**src/rtl/ll_pkg.sv**
```systemverilog
// rtl/ll_pkg.sv - width helpers and shared index/pointer types for linked-list buffers
package ll_pkg;

  // Clamp to one bit so single-entry or single-list builds still elaborate.
  function automatic int ll_clog2_min1(input int n);
    return (n > 1) ? $clog2(n) : 1;
  endfunction

  function automatic int ll_cnt_width(input int n);
    return ll_clog2_min1(n) + 1;
  endfunction

  localparam int LL_DEF_ELEMS = 8;
  localparam int LL_DEF_LISTS = 4;

  typedef logic [ll_clog2_min1(LL_DEF_ELEMS)-1:0] ll_ptr_t;
  typedef logic [ll_clog2_min1(LL_DEF_LISTS)-1:0] ll_list_t;
  typedef logic [ll_cnt_width(LL_DEF_ELEMS)-1:0]  ll_cnt_t;

endpackage

```
**src/rtl/ll_free_list.sv**
```systemverilog
// rtl/ll_free_list.sv - circular FIFO of unused entry pointers, preloaded 0..NUM_ELEMS-1 on reset
module ll_free_list
  import ll_pkg::*;
#(
  parameter int NUM_ELEMS = 8,
  parameter int PTR_WIDTH = ll_clog2_min1(NUM_ELEMS),
  parameter int CNT_WIDTH = PTR_WIDTH + 1
) (
  input  logic                 clk,
  input  logic                 rst,
  input  logic                 alloc_en,
  output logic [PTR_WIDTH-1:0] alloc_ptr,
  input  logic                 release_en,
  input  logic [PTR_WIDTH-1:0] release_ptr,
  output logic [CNT_WIDTH-1:0] count
);

  logic [PTR_WIDTH-1:0] fifo [NUM_ELEMS];
  logic [PTR_WIDTH-1:0] rd_idx;
  logic [PTR_WIDTH-1:0] wr_idx;

  // Explicit wrap keeps non-power-of-two depths correct.
  function automatic logic [PTR_WIDTH-1:0] wrap_inc(input logic [PTR_WIDTH-1:0] p);
    return (p == PTR_WIDTH'(NUM_ELEMS - 1)) ? '0 : p + PTR_WIDTH'(1);
  endfunction

  assign alloc_ptr = fifo[rd_idx];

  always_ff @(posedge clk) begin
    if (rst) begin
      for (int i = 0; i < NUM_ELEMS; i++) fifo[i] <= PTR_WIDTH'(i);
      rd_idx <= '0;
      wr_idx <= '0;
      count  <= CNT_WIDTH'(NUM_ELEMS);
    end else begin
      if (alloc_en) rd_idx <= wrap_inc(rd_idx);
      if (release_en) begin
        fifo[wr_idx] <= release_ptr;
        wr_idx       <= wrap_inc(wr_idx);
      end
      count <= count + CNT_WIDTH'(release_en) - CNT_WIDTH'(alloc_en);
    end
  end

endmodule

```
**src/rtl/linked_list_buffer.sv**
```systemverilog
// rtl/linked_list_buffer.sv - NUM_LISTS FIFOs sharing one entry pool; LL_RESERVE_EN keeps a slot per empty list
module linked_list_buffer
  import ll_pkg::*;
#(
  parameter int NUM_ELEMS  = 8,
  parameter int NUM_LISTS  = 4,
  parameter int DATA_WIDTH = 16,
  localparam int PTR_WIDTH  = ll_clog2_min1(NUM_ELEMS),
  localparam int LIST_WIDTH = ll_clog2_min1(NUM_LISTS),
  localparam int CNT_WIDTH  = PTR_WIDTH + 1
) (
  input  logic                  clk,
  input  logic                  rst,
  input  logic                  push_en,
  input  logic [LIST_WIDTH-1:0] push_sel,
  input  logic [DATA_WIDTH-1:0] push_data,
  output logic                  push_ack,
  input  logic                  pop_en,
  input  logic [LIST_WIDTH-1:0] pop_sel,
  output logic                  pop_valid,
  output logic [DATA_WIDTH-1:0] pop_data,
  output logic [NUM_LISTS-1:0]  empty,
  output logic                  full,
  output logic [CNT_WIDTH-1:0]  free_count
);

  logic [DATA_WIDTH-1:0] data_mem [NUM_ELEMS];
  logic [PTR_WIDTH-1:0]  next_mem [NUM_ELEMS];
  logic [PTR_WIDTH-1:0]  head [NUM_LISTS];
  logic [PTR_WIDTH-1:0]  tail [NUM_LISTS];
  logic [CNT_WIDTH-1:0]  cnt  [NUM_LISTS];

  logic                 pop_ok;
  logic                 push_drains;
  logic [PTR_WIDTH-1:0] alloc_ptr;

  ll_free_list #(
    .NUM_ELEMS(NUM_ELEMS),
    .PTR_WIDTH(PTR_WIDTH),
    .CNT_WIDTH(CNT_WIDTH)
  ) u_free_list (
    .clk        (clk),
    .rst        (rst),
    .alloc_en   (push_ack),
    .alloc_ptr  (alloc_ptr),
    .release_en (pop_ok),
    .release_ptr(head[pop_sel]),
    .count      (free_count)
  );

  always_comb begin
    empty = '0;
    for (int i = 0; i < NUM_LISTS; i++) empty[i] = (cnt[i] == '0);
  end

  assign full   = (free_count == '0);
  assign pop_ok = pop_en & ~empty[pop_sel];

`ifdef LL_RESERVE_EN
  if (NUM_ELEMS < NUM_LISTS) begin : g_reserve_check
    $error("linked_list_buffer: LL_RESERVE_EN needs NUM_ELEMS >= NUM_LISTS");
  end

  int other_empty;
  always_comb begin
    other_empty = 0;
    for (int i = 0; i < NUM_LISTS; i++)
      if (empty[i] && (LIST_WIDTH'(i) != push_sel)) other_empty = other_empty + 1;
    push_ack = push_en & (empty[push_sel] ? ~full : (int'(free_count) > other_empty));
  end
`else
  assign push_ack = push_en & ~full;
`endif

  // The push target is empty once any same-cycle pop has run, so the new entry becomes head.
  assign push_drains = (cnt[push_sel] == '0) ||
                       (pop_ok && (pop_sel == push_sel) && (cnt[push_sel] == CNT_WIDTH'(1)));

  always_ff @(posedge clk) begin
    if (!rst && push_ack) begin
      data_mem[alloc_ptr] <= push_data;
      if (!push_drains) next_mem[tail[push_sel]] <= alloc_ptr;
    end
  end

  always_ff @(posedge clk) begin
    if (rst) begin
      for (int i = 0; i < NUM_LISTS; i++) begin
        head[i] <= '0;
        tail[i] <= '0;
        cnt[i]  <= '0;
      end
      pop_valid <= 1'b0;
      pop_data  <= '0;
    end else begin
      pop_valid <= pop_ok;
      if (pop_ok) begin
        pop_data      <= data_mem[head[pop_sel]];
        head[pop_sel] <= next_mem[head[pop_sel]];
      end
      if (push_ack) begin
        tail[push_sel] <= alloc_ptr;
        if (push_drains) head[push_sel] <= alloc_ptr;
      end
      for (int i = 0; i < NUM_LISTS; i++)
        cnt[i] <= cnt[i] + CNT_WIDTH'(push_ack && (push_sel == LIST_WIDTH'(i)))
                         - CNT_WIDTH'(pop_ok && (pop_sel == LIST_WIDTH'(i)));
    end
  end

endmodule

```
**config.mk**
```make
export PLATFORM = sky130hd
export DESIGN_NAME = linked_list_buffer
export DESIGN_NICKNAME = d
export VERILOG_FILES = /design/src/rtl/ll_pkg.sv /design/src/rtl/ll_free_list.sv /design/src/rtl/linked_list_buffer.sv
export SDC_FILE = /design/constraint.sdc
export NUM_CORES = 1
export LEC_CHECK = 0
export CORE_AREA = 3 3 151 153
export DETAILED_ROUTE_END_ITERATION = 10
export DIE_AREA = 0 0 154 156
export HOLD_SLACK_MARGIN = 0.03
export PLACE_DENSITY_LB_ADDON = 0.3
export RECOVER_POWER = 25
export SLEW_MARGIN = 20
export SYNTH_ARGS = -nofsm -noshare
export SYNTH_HDL_FRONTEND = slang
export SYNTH_SLANG_ARGS = --single-unit
```
**constraint.sdc**
```tcl
create_clock -name clk -period 3.4 [get_ports clk]
set_clock_uncertainty 0.1 [all_clocks]
set_input_delay 0.68 -clock clk [delete_from_list [all_inputs] [get_ports clk]]
set_output_delay 0.68 -clock clk [all_outputs]
set_load 0.01 [all_outputs]
```
==> results of run 1 <==
kinds of logic (layout without fill, tap and decap cells):
family                   count (synthesis)  after routing  share of synthesized area (%)
flip-flops                             246            246                           64.8
AO/OA/AOI/OAI                          103            103                           7.59
XOR/XNOR                                12             12                          0.984
other                                    0              1                              0
multiplexers                            60             60                           7.31
adder cells (fa/ha/maj)                 34             34                           4.33
AND/OR/NAND/NOR                        249            249                           11.4
buffers and inverters                   91            182                           3.58
metrics by stage:
stage	instances	hold WS [ns]	instance area, um^2	setup slack, ns
final	1167	0.369	12600	0.233
after global routing	1167	0.386	12600	0.103
after CTS	1166	0.372	12600	0.0206
after detailed placement	1118	0.359	11700	0.0698
after global placement	1118	0.350	11700	0.135
after floorplan	795	0.354	10700	0.196
power by group through the flow:
stage / Sequential (mW) / Combinational [mW] / Clock (mW)
after floorplan: 3.77 / 1.26 / 0
after global placement: 3.77 / 2.01 / 0
after detailed placement: 3.78 / 2.05 / 0
after CTS: 3.72 / 2.07 / 2.85
after global routing: 3.75 / 2.26 / 2.98
final: 3.72 / 2.05 / 2.81
timing repair:
action	in CTS	in global routing
gates resized for setup	0	1
hold buffers	0	0
endpoints found under the setup margin	0	1
cells in the final DEF (no fill, tap or decap), types with 26 or more instances in the layout:
| master | instances |
|---|---|
| edfxtp_1 | 200 |
| nand2_1 | 90 |
| dfxtp_1 | 46 |
| inv_1 | 43 |
| nor2_1 | 43 |
| mux2i_1 | 42 |
| buf_4 | 36 |
| clkdlybuf4s50_1 | 34 |
| ha_1 | 29 |
| clkbuf_16 | 26 |
worst max-delay path: cells and delay by family (launching register included):
family	cells	cell delay (ns)
buffers and inverters	3	0.89
adder cells (fa/ha/maj)	1	0.18
flip-flops	1	0.34
AND/OR/NAND/NOR	2	0.47
layout make-up:
| cell class | count | area, um^2 | share of cell area [%] |
|---|---|---|---|
| inverter | 44 | 165 | 1.31 |
| multi-input combinational | 458 | 3420 | 27.2 |
| clock buffer | 39 | 759 | 6.04 |
| sequential | 246 | 6930 | 55.1 |
| tap | 280 | 350 | 2.79 |
| antenna | 1 | 2.50 | 0.0199 |
| timing repair buffer | 90 | 846 | 6.73 |
| clock inverter | 9 | 105 | 0.836 |
state kept, by name, summed over array words and instances (netlist names), 3 cells and up, named ones only:
signal / cells
u_free_list.fifo: 24
next_mem: 24
u_free_list.wr_idx: 3
cnt: 16
data_mem: 128
tail: 12
u_free_list.rd_idx: 3
head: 12
pop_data: 16
u_free_list.count: 4
worst max path at each step:
stage	end	slack [ns]	cells past startpoint
after detailed placement	u_free_list.fifo[7][2]$_SDFFCE_PN1P_	0.07	8
after global placement	u_free_list.fifo[7][1]$_SDFFCE_PN1P_	0.14	8
after global routing	push_ack	0.10	6
after CTS	push_ack	0.02	6
final	push_ack	0.23	6
after floorplan	data_mem[1][0]$_DFFE_PP_	0.20	4
layer usage:
metal	global-route usage [%]	part of all wire, %	vias to the layer above
li1	-	-	3099
met1	26.1	45	3216
met2	32.3	49	140
met3	2.30	4.6	29
met4	4.21	1.4	0
met5	0	0	-
==> qor.csv, run 1 <==
metric,value,unit
initial antenna violation count,1,
setup violators final,0,
Final period util,93.1,%
GR Util All Layers,18.9,%
Post-Synthesis Cells,795,
Flop pwr share,43.3,%
crit end category,primary output,
Register-to-Register Path Depth,11,
register area share after synthesis,64.8,%
# rows,54,
final hold violation count,0,
Total Neg Setup Slack,0,ns
Final min period,3.17,ns
Placer Congestion,0.803,
CP max FO,6,
Die X,154,um
vias per cell,5.56,
Synth area leaders,"edfxtp_1 56%, dfxtp_1 8.6%, mux2i_1 3.9%",
min-delay src,pop_data[15]$_SDFFE_PP0P_,
Worst EP arrival,2.39,ns
nets,924,
pin count of the biggest net entering global routing,55,
vias,6484,
CTS Buffer Depth,3,
DRC,0,
die area,24000,um^2
end of the worst hold path,pop_data[15]$_SDFFE_PP0P_,
Detail Route Antenna Nets,0,
CP most frequent cell,inv_1,
DRT Wirelength,22700,um
internal power,6.16,mW
combinational fraction of design power,23.9,%
initial core utilization,49.3,%
total power,8.57,mW
detailed placement HPWL,14300,um
number of fill cells,1663,
top-count cell post-synth,edfxtp_1,
Syn. warnings,0,
worst slew pin tran,0.615,ns
CP startpoint kind,flop,
clock root cell,clkbuf_16,
"Reg clk slew, reported paths",0.06,ns
max incr delay on CP,0.58,ns
P&R area growth vs syn,17.7,%
clk_lat worst skew,0.53,ns
main flop type after synthesis,edfxtp_1,
I/O pin cnt,51,
mapped cell area,10700,um^2
Synth top area share,56.2,%
chip height,156,um
final core occ,58.0,%
count of final max-slew check failures,0,
Syn Nets,853,
"area leader, netlist",edfxtp_1,
switching power of the nets,2.42,mW
Max-slew headroom,58.9,%
H-tree depth,1,
leak pwr,4.44,nW
most common library cells after synthesis,"200 x edfxtp_1, 90 x nand2_1, 46 x dfxtp_1, 46 x nor2_1, 43 x inv_1",
"Req. time, crit path",2.62,ns
hold depth,1,
drt wl/cell,19.4,um
Max Clk Rate,316,MHz
PwrDens,682,nW/um^2
Iter 0 DRT Violations,460,
CTS tree,yes,
vias in the first global route,6520,
Clock Power Share,32.8,%
PortBufs,50,
status,"complete, no violations",
Post-Syn Area per Cell,13.4,um^2
CTS sink count,246,
asr flop ratio synth,0,%
core area,21700,um^2
number of synthesized flops with an enable pin,200,
HP Class,reg2reg,
crit path launch,u_free_list.count[2]$_SDFF_PP0_,
FF-to-FF End,cnt[2][2]$_SDFF_PP0_,
CP Class,reg2out,
Netlist cell types,53,
internal reg-to-reg setup slack,0.61,ns
Setup Buffers After CTS,0,
Congestion Overflow GR,0,
Crit-path slowest cell,clkdlybuf4s50_1,
Sw Share,28.2,%
TritonRoute pass-1 iters,4,
Synth Register Bits,246,
unrepaired setup endpoints after global routing,false,
peak supply drop,0.000382,V
max cap viols,0,
r2r startpoint,u_free_list.count[2]$_SDFF_PP0_,
first-pass GRT wire length,36100,um
share of post-route cells with drive strength above 1,14.0,%
CTS Buf Count,26,
worst path cell trace,"inv_1, ha_1, nor3b_2, nand2b_1, inv_1, clkdlybuf4s50_1",
(Power assumes the default switching activity.)
==> run 2: changes to the inputs <==
--- a/config.mk
+++ b/config.mk
@@ -5,6 +5,7 @@
 export SDC_FILE = /design/constraint.sdc
 export NUM_CORES = 1
 export LEC_CHECK = 0
+export ABC_CLOCK_PERIOD_IN_PS = 3400
 export CORE_AREA = 3 3 151 153
 export DETAILED_ROUTE_END_ITERATION = 10
 export DIE_AREA = 0 0 154 156
==> results of run 2 <==
Final layout, timing and power as in run 1 (identical DEF).
==> run 3: changes to the inputs <==
--- a/config.mk
+++ b/config.mk
@@ -6,9 +6,9 @@
 export NUM_CORES = 1
 export LEC_CHECK = 0
 export ABC_CLOCK_PERIOD_IN_PS = 3400
-export CORE_AREA = 3 3 151 153
+export CORE_AREA = 3 3 145 147
 export DETAILED_ROUTE_END_ITERATION = 10
-export DIE_AREA = 0 0 154 156
+export DIE_AREA = 0 0 148 150
 export HOLD_SLACK_MARGIN = 0.03
 export PLACE_DENSITY_LB_ADDON = 0.3
 export RECOVER_POWER = 25
==> run 3 against run 2 <==
Against the previous run: combinational power hardly changed; routed wire length decreased by 0.38%; register-to-register slack barely moved; final cell count down 0.86%; sequential cell count unchanged; critical path type unchanged; critical endpoint unchanged; largest power group unchanged.
==> qor.csv, run 3 (synthesis gave the netlist of run 1 again) <==
metric,value,unit,change
status,"complete, no violations",,
gr busiest metal,met2,,
CTS Hold Buffers Added,0,,unchanged
unrepaired setup endpoints after global routing,false,,
"commonest non-fill, non-tap cells in the layout","200 x edfxtp_1, 90 x nand2_1, 46 x nor2_1, 46 x dfxtp_1, 43 x inv_1",,
Crit-path slowest cell,clkdlybuf4s50_1,,
met2 Track Usage GR,35.4,%,+3.1 points
Congestion Overflow GR,0,,unchanged
Max-slew headroom,61.1,%,+2.1 points
TritonRoute pass-1 iters,5,,+1
max reg flops,128,,unchanged
met1 usage in global routing,27.5,%,+1.3 points
Total Neg Setup Slack,0,ns,unchanged
worst path cell trace,"inv_1, ha_1, nor3b_1, nand2b_1, inv_1, clkdlybuf4s50_1",,
CTS Buffer Depth,3,,unchanged
max cap viols,0,,unchanged
final hold violation count,0,,unchanged
HP Class,reg2reg,,
I/O pin cnt,51,,unchanged
chip height,150,um,-3.8%
most flop-heavy register,data_mem,,
pre-CTS setup slack,0.00667,ns,-0.0631 ns
vias in the first global route,6875,,+5.4%
CP Class,reg2out,,
Final min period,3.13,ns,-0.0367 ns
GR Util All Layers,20.6,%,+1.7 points
"Req. time, crit path",2.62,ns,about the same
"most common cell after layout, fill and taps aside",edfxtp_1,,
initial core utilization,53.3,%,+4.1 points
initial antenna violation count,0,,-1
leak pwr,4.42,nW,-0.48%
first-pass GRT wire length,35800,um,-0.65%
detailed placement HPWL,14900,um,+3.9%
Detail Route Antenna Nets,0,,unchanged
P&R area growth vs syn,16.9,%,
GR met3 Demand/Resource,2.88,%,+0.57 points
Setup Buffers After CTS,0,,unchanged
drt wl/cell,19.5,um,+0.48%
setup violators final,0,,unchanged
crit end category,primary output,,
max incr delay on CP,0.52,ns,-0.06 ns
Post-Place Cells,1111,,-0.63%
clock root cell,clkbuf_16,,
Iter 0 DRT Violations,432,,-6.1%
worst slew pin tran,0.583,ns,-0.0319 ns
antenna diode count,0,,-1
share of post-route cells with drive strength above 1,13.5,%,-0.47 points
CTS sink count,246,,unchanged
Placer Congestion,0.801,,-0.25%
CTS tree,yes,,
# rows,52,,-3.7%
CP max FO,7,,+1
Die X,148,um,-3.9%
vias per cell,5.77,,+3.9%
CP most frequent cell,inv_1,,
vias,6680,,+3.0%
Final period util,92.1,%,-1.1 points
DRT Wirelength,22600,um,-0.38%
clk_lat worst skew,0.52,ns,about the same
die area,22200,um^2,-7.6%
core area,20000,um^2,-7.6%
DRC,0,,unchanged
PwrDens,669,nW/um^2,-1.9%
pin count of the biggest net entering global routing,55,,unchanged
post_cts resized,0,,unchanged
nets,926,,+0.22%
CTS Buf Count,25,,-3.8%
Max Clk Rate,319,MHz,+1.2%
CP startpoint kind,flop,,
Layout Cells excl Fill,1157,,-0.86%
count of final max-slew check failures,0,,unchanged
H-tree depth,1,,unchanged
Worst EP arrival,2.35,ns,-0.04 ns
Final WS setup,0.270,ns,+0.0367 ns
PortBufs,50,,unchanged
peak supply drop,0.000595,V,+56%
"Reg clk slew, reported paths",0.06,ns,about the same
-- run 3: cell type report --
type / instances / area (um^2)
clock buffer: 37 / 732
clock inverter: 9 / 51.3
fill: 1521 / 7550
inverter: 44 / 165
multi-input combinational: 458 / 3400
sequential: 246 / 6930
tap: 270 / 338
timing repair buffer: 93 / 881
-- run 3: per-stage QoR --
step | cell area (um^2) | hold slack (ns) | power, mW | utilization, %
after CTS | 12500 | 0.369 | 8.43 | 62.3
after detailed placement | 11700 | 0.355 | 5.85 | 58.4
after global routing | 12500 | 0.397 | 8.77 | 62.3
after global placement | 11700 | 0.355 | 5.75 | 58.4
after floorplan | 10700 | 0.354 | 5.03 | -
final | 12500 | 0.363 | 8.36 | 62.3
-- run 3: report_power, final --
part           internal, mW  total (mW)  switching (mW)
sequential             3.57        3.72           0.151
clock                  1.49        2.57            1.08
combinational         0.909        2.07            1.16
total                  5.97        8.36            2.39
-- run 3: critical path: cells and delay by family (launching register included) --
kind	cells	cell delay, ns
adder cells (fa/ha/maj)	1	0.13
buffers and inverters	3	0.79
AND/OR/NAND/NOR	2	0.61
flip-flops	1	0.32
-- run 3: worst paths after layout --
| kind | from | depth (start not counted) | slack, ns | end |
|---|---|---|---|---|
| max | u_free_list.count[2]$_SDFF_PP0_ | 6 | 0.27 | push_ack |
| min | pop_data[5]$_SDFFE_PP0P_ | 1 | 0.36 | pop_data[5]$_SDFFE_PP0P_ |
| max reg2reg | flop | 5 | 0.60 | data_mem[5][14]$_DFFE_PP_ |
| min reg2reg | pop_data[5]$_SDFFE_PP0P_ | 1 | 0.36 | pop_data[5]$_SDFFE_PP0P_ |
-- run 3: per-layer routing --
metal | wire length (um) | vias to the layer above
li1 | - | 3106
met4 | 451 | 0
met1 | 9210 | 3314
met5 | 0 | -
met2 | 11500 | 224
met3 | 1460 | 36
